<file path="config.mk">
export PLATFORM = sky130hd
export DESIGN_NAME = cp0_exc_ctrl
export DESIGN_NICKNAME = d
export VERILOG_FILES = /design/src/rtl/cp0_exc_ctrl_pkg.sv /design/src/rtl/cp0_exc_ctrl_sync.sv /design/src/rtl/dff32e.sv /design/src/rtl/cp0_exc_ctrl.sv
export SDC_FILE = /design/constraint.sdc
export NUM_CORES = 1
export LEC_CHECK = 0
export ABC_AREA = 1
export CAP_MARGIN = 20
export CORE_MARGIN = 2
export CORE_UTILIZATION = 30
export CTS_CLUSTER_DIAMETER = 30
export DETAILED_ROUTE_END_ITERATION = 12
export PLACE_DENSITY_LB_ADDON = 0.05
export SYNTH_ARGS = -nofsm -noshare
export SYNTH_HDL_FRONTEND = slang
export SYNTH_SLANG_ARGS = --single-unit
export TNS_END_PERCENT = 10
</file>
<file path="constraint.sdc">
create_clock -name clk -period 2.2 [get_ports clk]
set_input_delay 0.44 -clock clk [delete_from_list [all_inputs] [get_ports clk]]
set_output_delay 0.44 -clock clk [all_outputs]
set_load 0.05 [all_outputs]
</file>
<file path="src/rtl/cp0_exc_ctrl_pkg.sv">
// CP0 shared definitions: register select codes, ExcCode values, Status bit map.
// Latency: n/a (constants, types and helpers only).
// Backpressure: n/a.
package cp0_exc_ctrl_pkg;

    localparam logic [1:0] SEL_STATUS = 2'd0;
    localparam logic [1:0] SEL_CAUSE  = 2'd1;
    localparam logic [1:0] SEL_EPC    = 2'd2;
    localparam logic [1:0] SEL_NONE   = 2'd3;

    localparam logic [1:0] EXC_INT = 2'b00;
    localparam logic [1:0] EXC_SYS = 2'b01;
    localparam logic [1:0] EXC_OVF = 2'b11;

    localparam int ST_IE  = 0;
    localparam int ST_INT = 1;
    localparam int ST_SYS = 2;
    localparam int ST_OVF = 3;
    localparam int ST_PIE = 4;

    localparam logic [31:0] STATUS_MASK = 32'h0000_001F;
    localparam logic [31:0] CAUSE_MASK  = 32'h0000_000C;
    localparam logic [31:0] VECTOR_DEF  = 32'h0000_0008;

    typedef enum logic {
        S_IDLE  = 1'b0,
        S_BLOCK = 1'b1
    } state_t;

    // Cause register image for a given ExcCode (code lives in bits [3:2]).
    function automatic logic [31:0] cause_word(input logic [1:0] code);
        return {28'd0, code, 2'b00};
    endfunction

endpackage

</file>
<file path="src/rtl/cp0_exc_ctrl_sync.sv">
// Multi-flop synchronizer for the asynchronous external interrupt level.
// Latency: STAGES clk edges from d to q.
// Backpressure: none; free-running.
module cp0_sync #(
    parameter int STAGES = 2
) (
    input  logic clk,
    input  logic resetn,
    input  logic d,
    output logic q
);

    logic [STAGES-1:0] ff;

    always_ff @(posedge clk or negedge resetn) begin
        if (!resetn) begin
            ff <= '0;
        end else begin
            ff[0] <= d;
            for (int i = 1; i < STAGES; i++) begin
                ff[i] <= ff[i-1];
            end
        end
    end

    assign q = ff[STAGES-1];

endmodule

</file>
<file path="src/rtl/dff32e.sv">
// 32-bit register with write enable and async active-low clear.
// Latency: q follows d one edge after we=1.
// Backpressure: none; holds value while we=0.
module dff32e (
    input  logic        clk,
    input  logic        resetn,
    input  logic        we,
    input  logic [31:0] d,
    output logic [31:0] q
);

    always_ff @(posedge clk or negedge resetn) begin
        if (!resetn) begin
            q <= '0;
        end else if (we) begin
            q <= d;
        end
    end

endmodule

</file>
<file path="src/rtl/cp0_exc_ctrl.sv">
// CP0 exception/interrupt controller: Status/Cause/EPC, ovf>sys>int arbitration, eret, mtc0/mfc0.
// Latency: redirect/flush/rdata combinational in the accept cycle; CP0 registers update at the next edge.
// Backpressure: stall=1 holds off every accept, eret and mtc0; BLOCK ignores all for one cycle after an accept.
// Ports: clk/resetn; intr (async level); stall; id_pc/id_bd/id_sys; exe_pc/exe_ovf; mtc0/eret/sel/wdata;
//        rdata (mfc0 read mux); redirect/exc_target to the PC mux; flush_id/flush_exe to the pipeline regs.
module cp0_exc_ctrl
    import cp0_exc_ctrl_pkg::*;
#(
    parameter logic [31:0] VECTOR      = VECTOR_DEF,
    parameter int          SYNC_STAGES = 2
) (
    input  logic        clk,
    input  logic        resetn,
    input  logic        intr,
    input  logic        stall,
    input  logic [31:0] id_pc,
    input  logic        id_bd,
    input  logic        id_sys,
    input  logic [31:0] exe_pc,
    input  logic        exe_ovf,
    input  logic        mtc0,
    input  logic        eret,
    input  logic [1:0]  sel,
    input  logic [31:0] wdata,
    output logic [31:0] rdata,
    output logic        redirect,
    output logic [31:0] exc_target,
    output logic        flush_id,
    output logic        flush_exe
);

    logic [31:0] status, cause, epc;
    logic [31:0] status_d, cause_d, epc_d;
    logic        status_we, cause_we, epc_we;
    logic        intr_s;
    state_t      state, state_nxt;

    logic        idle_go;
    logic        open_win;
    logic        c_ovf, c_sys, c_int, accept;
    logic        do_eret, do_mtc0;
    logic [1:0]  code;

    cp0_sync #(.STAGES(SYNC_STAGES)) u_sync (
        .clk    (clk),
        .resetn (resetn),
        .d      (intr),
        .q      (intr_s)
    );

    dff32e u_status (.clk(clk), .resetn(resetn), .we(status_we), .d(status_d), .q(status));
    dff32e u_cause  (.clk(clk), .resetn(resetn), .we(cause_we),  .d(cause_d),  .q(cause));
    dff32e u_epc    (.clk(clk), .resetn(resetn), .we(epc_we),    .d(epc_d),    .q(epc));

    // resetn is folded in so every combinational output reads 0 while reset is held.
    assign idle_go  = resetn && (state == S_IDLE) && !stall;
    assign open_win = idle_go && status[ST_IE];

    assign c_ovf  = open_win && exe_ovf && status[ST_OVF];
    assign c_sys  = open_win && id_sys  && status[ST_SYS];
    // Interrupts are not taken on a delay slot: EPC would skip the branch.
    assign c_int  = open_win && intr_s  && status[ST_INT] && !id_bd;
    assign accept = c_ovf || c_sys || c_int;

    assign do_eret = idle_go && eret && !accept;
    assign do_mtc0 = idle_go && mtc0 && !accept && !eret;

    assign code = c_ovf ? EXC_OVF : (c_sys ? EXC_SYS : EXC_INT);

    always_ff @(posedge clk or negedge resetn) begin
        if (!resetn) begin
            state <= S_IDLE;
        end else begin
            state <= state_nxt;
        end
    end

    always_comb begin
        state_nxt = S_IDLE;
        status_d  = status;
        cause_d   = cause;
        epc_d     = epc;
        status_we = 1'b0;
        cause_we  = 1'b0;
        epc_we    = 1'b0;

        if (accept) begin
            state_nxt        = S_BLOCK;
            epc_d            = c_ovf ? exe_pc : id_pc;
            cause_d          = cause_word(code);
            status_d[ST_PIE] = status[ST_IE];
            status_d[ST_IE]  = 1'b0;
            status_we        = 1'b1;
            cause_we         = 1'b1;
            epc_we           = 1'b1;
        end else if (do_eret) begin
            status_d[ST_IE]  = status[ST_PIE];
            status_we        = 1'b1;
        end else if (do_mtc0) begin
            case (sel)
                SEL_STATUS: begin
                    status_d  = wdata & STATUS_MASK;
                    status_we = 1'b1;
                end
                SEL_CAUSE: begin
                    cause_d  = wdata & CAUSE_MASK;
                    cause_we = 1'b1;
                end
                SEL_EPC: begin
                    epc_d  = wdata;
                    epc_we = 1'b1;
                end
                default: ;
            endcase
        end
    end

    always_comb begin
        rdata = '0;
        case (sel)
            SEL_STATUS: rdata = status;
            SEL_CAUSE:  rdata = cause;
            SEL_EPC:    rdata = epc;
            default:    rdata = '0;
        endcase
    end

    assign redirect   = accept || do_eret;
    assign flush_id   = accept || do_eret;
    // Only overflow is detected in EXE, so only it squashes the ID/EXE register.
    assign flush_exe  = c_ovf;
    assign exc_target = !resetn ? 32'd0 : (accept ? VECTOR : epc);

endmodule

</file>
==> impl_metrics.py, run 1 <==
metrics = {
    "status": {
        "status": "finished clean",
    },
    "final_layout": {
        "insertedDiodeCount": 0,
        "design_area_um2": 5980,
        "final_util_pct": 61.2,
        "final_layout_size_suffix_gt1_share_pct": 26.3,
        "area_growth_pct": 97.5,
        "nets": 776,
        "layout.cells.most_common_list": "clkdlybuf4s50_1 (101), nor2_1 (98), nand2_1 (89), inv_1 (75), buf_12 (67)",
        "num-fill-cells": 898,
        "mostFrequentLayoutCell": "clkdlybuf4s50_1",
        "final_cell_count_no_fill": 802,
    },
    "synth": {
        "synth_nets": 595,
        "synth_area_per_cell_um2": 6.20,
        "syn-cell-area_um2": 3030,
        "ys_types": 25,
        "yosysTopAreaCell": "dfrtp_1",
        "synth_cells": 488,
        "top_cells_by_area_in_the_synthesized_netlist": "dfrtp_1 (35%), nor2_1 (19%), nand2_1 (11%), inv_1 (9.7%), o21ai_0 (6.1%)",
        "synthesis.yosys.warnings": 0,
        "number_of_flops_mapped_to_enable_cells_by_yosys": 0,
        "post-synth-top-area-fraction_pct": 34.7,
        "ys_seq_elements": 42,
        "most_used_flip_flop_cell_after_synthesis": "dfrtp_1",
        "ys_async_sr_fraction_pct": 100,
        "portion_of_the_post_synthesis_area_used_by_sequential_elements_pct": 34.7,
    },
    "cts": {
        "cts-root-to-sink-buffers": 2,
        "numClockSinks": 42,
        "clk_pin_slew_worst_paths_ps": 80,
        "cell_chosen_for_the_clock_root": "clkbuf_8",
        "cts_buffers": 5,
        "cts_max_level": 2,
        "cts_hold_buffers": 0,
        "worstSkewPairLatency_ps": 290,
        "tritoncts": "done",
    },
    "timing": {
        "layout_worst_path_cycle_share_pct": 98.3,
        "finClkSkew_ps": 4.97,
        "maxClockFrequency_mhz": 463,
        "timing.final.crit_period_ps": 2160,
        "worst-slew-pin-transition_ps": 423,
        "setup_viol": 0,
        "timing_max_transition_violations_final": 0,
        "grt_setup_unrepaired": "true",
        "setup_total_negative_slack_ps": 0,
        "worst_slew_margin_rel_pct": 71.8,
        "hold_violations": 0,
    },
    "global_route": {
        "via_count_of_the_first_global_routing_pass": 3512,
        "remaining_global_route_overflow": 0,
        "grt_pass1_wl_mm": 17.6,
        "grt_antenna_before_repair": 0,
        "globalRouteTotalUtil_pct": 20.1,
        "grt_max_degree": 40,
    },
    "worst_setup_path": {
        "ff_to_ff_path_depth": 9,
        "worstPathMaxFanout": 7,
        "endpoint_kind": "primary output",
        "crit_required_ps": 1760,
        "critPathLaunchType": "primary input",
        "setup.worst_path.class": "in2out",
        "crit_arrival_ps": 1720,
    },
    "routing": {
        "route.antenna.remaining_nets": 0,
        "wirelength_met1_mm": 4.95,
        "first_pass_drt_iterations": 4,
        "met2_wirelength_mm": 6.14,
        "first_iter_violations": 118,
        "drc": 0,
        "num_vias": 3639,
        "highest_layer": "met4",
        "met3WireLength_um": 819,
        "routed_wire_length_per_instance_um": 14.9,
        "routed_wirelength_mm": 12.0,
        "vias_per_cell": 4.54,
    },
    "floorplan": {
        "rows": 36,
        "initial_utilization_pct": 31.0,
        "dieHeight_um": 104,
        "core-area_um2": 9770,
        "fp.dieW_um": 104,
        "ioPinCount": 174,
        "die_area_um2": 10900,
    },
    "power": {
        "worst_ir_drop_vdd_v": 0.000571,
        "static-leakage-power_nw": 2.89,
        "power_density_nw_per_um2": 925,
    },
    "placement": {
        "place_inst": 789,
        "routabilityCongestion": 0.857,
        "port_buffers": 173,
        "post_dp_cell_area_um2": 5550,
        "hpwl_detailed_mm": 8.22,
    },
    "job": {
        "maxCapViolations": 0,
    },
    "hold_path": {
        "hold_class": "in2async",
    },
}
==> cell type report <==
cell class / instances / area, um^2 / area share, %
Timing Repair Buffer: 198 / 2610 / 43.6
Sequential cell: 42 / 1050 / 17.6
Clock buffer: 7 / 76.3 / 1.28
Inverter: 78 / 293 / 4.90
Multi-Input combinational cell: 344 / 1790 / 29.9
Tap cell: 133 / 166 / 2.78
==> sequential cells by signal, summed over array words and instances (netlist names) <==
name / cells
u_sync.ff: 2
u_status.q: 5
u_epc.q: 32
u_cause.q: 2
state: 1
==> logic make-up after synthesis <==
kind of cell / after synthesis / synth area share, %
DFF: 42 / 34.7
and+or+nand+nor: 267 / 35.8
buffers and inverters: 105 / 16.6
AOI/OAI and AO/OA: 74 / 12.9
==> layer usage <==
layer	vias to the layer above	track usage, %
li1	1823	-
met1	1677	24.2
met2	133	36.3
met3	6	4.64
met4	0	4.15
met5	-	0
==> path summary, 6_finish.rpt <==
| check | from | endpoint | slack, ps |
|---|---|---|---|
| worst max-delay path | sel[1] | rdata[2] | 40 |
| worst min-delay path | resetn | state | 210 |
| max in group asynchronous | resetn | u_epc.q[25] | 1290 |
| min in group clk | u_sync.ff[0] | u_sync.ff[1] | 370 |
| worst min register to register | u_sync.ff[0] | u_sync.ff[1] | 370 |
| worst max register to register | u_status.q[3] | u_epc.q[18] | 300 |
==> what timing repair did <==
item	in CTS	in global routing
gates resized for setup	10	81
cloned	0	3
endpoints found under the setup margin	61	82
pin swaps	0	10
buffers inserted	0	3
==> synthesized netlist by cell type (2+ instances only) <==
cell type / count
nand3_1: 6
dfrtp_1: 42
buf_6: 8
buf_2: 6
buf_8: 3
nor2_4: 2
nand2_1: 91
a21oi_1: 32
nand4_1: 2
clkbuf_1: 6
nor2_1: 157
clkbuf_2: 3
nand2_4: 3
o21ai_0: 37
o221ai_1: 2
nand2_2: 2
inv_1: 78
==> worst max-delay path: stages <==
cell and delay, ps:
clkdlybuf4s50_1 480, inv_1 60, nor2_2 110, inv_2 120
o221ai_1 220, buf_4 170, buf_12 120
==> power breakdown <==
| group | total [W] | internal [W] | switching [W] |
|---|---|---|---|
| clock | 0.000478 | 0.000219 | 0.000259 |
| sequential | 0.00132 | 0.00112 | 0.000197 |
| combinational | 0.00373 | 0.00166 | 0.00208 |
| total | 0.00553 | 0.00300 | 0.00253 |
==> through the flow <==
step           power, W  setup slack (ps)  hold WS [ps]
2_1_floorplan   0.00305              -318           144
3_3_place_gp    0.00471              -133           333
3_5_place_dp    0.00475              -152           350
4_1_cts         0.00527             -62.8           136
5_1_grt         0.00582             -32.1           214
6_report        0.00553              38.0           208
(Power assumes the default switching activity.)
==> inputs of run 2 (changes only) <==
--- a/config.mk
+++ b/config.mk
@@ -6,6 +6,7 @@
 export NUM_CORES = 1
 export LEC_CHECK = 0
 export ABC_AREA = 1
+export ABC_CLOCK_PERIOD_IN_PS = 2200
 export CAP_MARGIN = 20
 export CORE_MARGIN = 2
 export CORE_UTILIZATION = 30
==> results of run 2 <==
No change in the layout: final DEF, timing and power equal those of run 1.
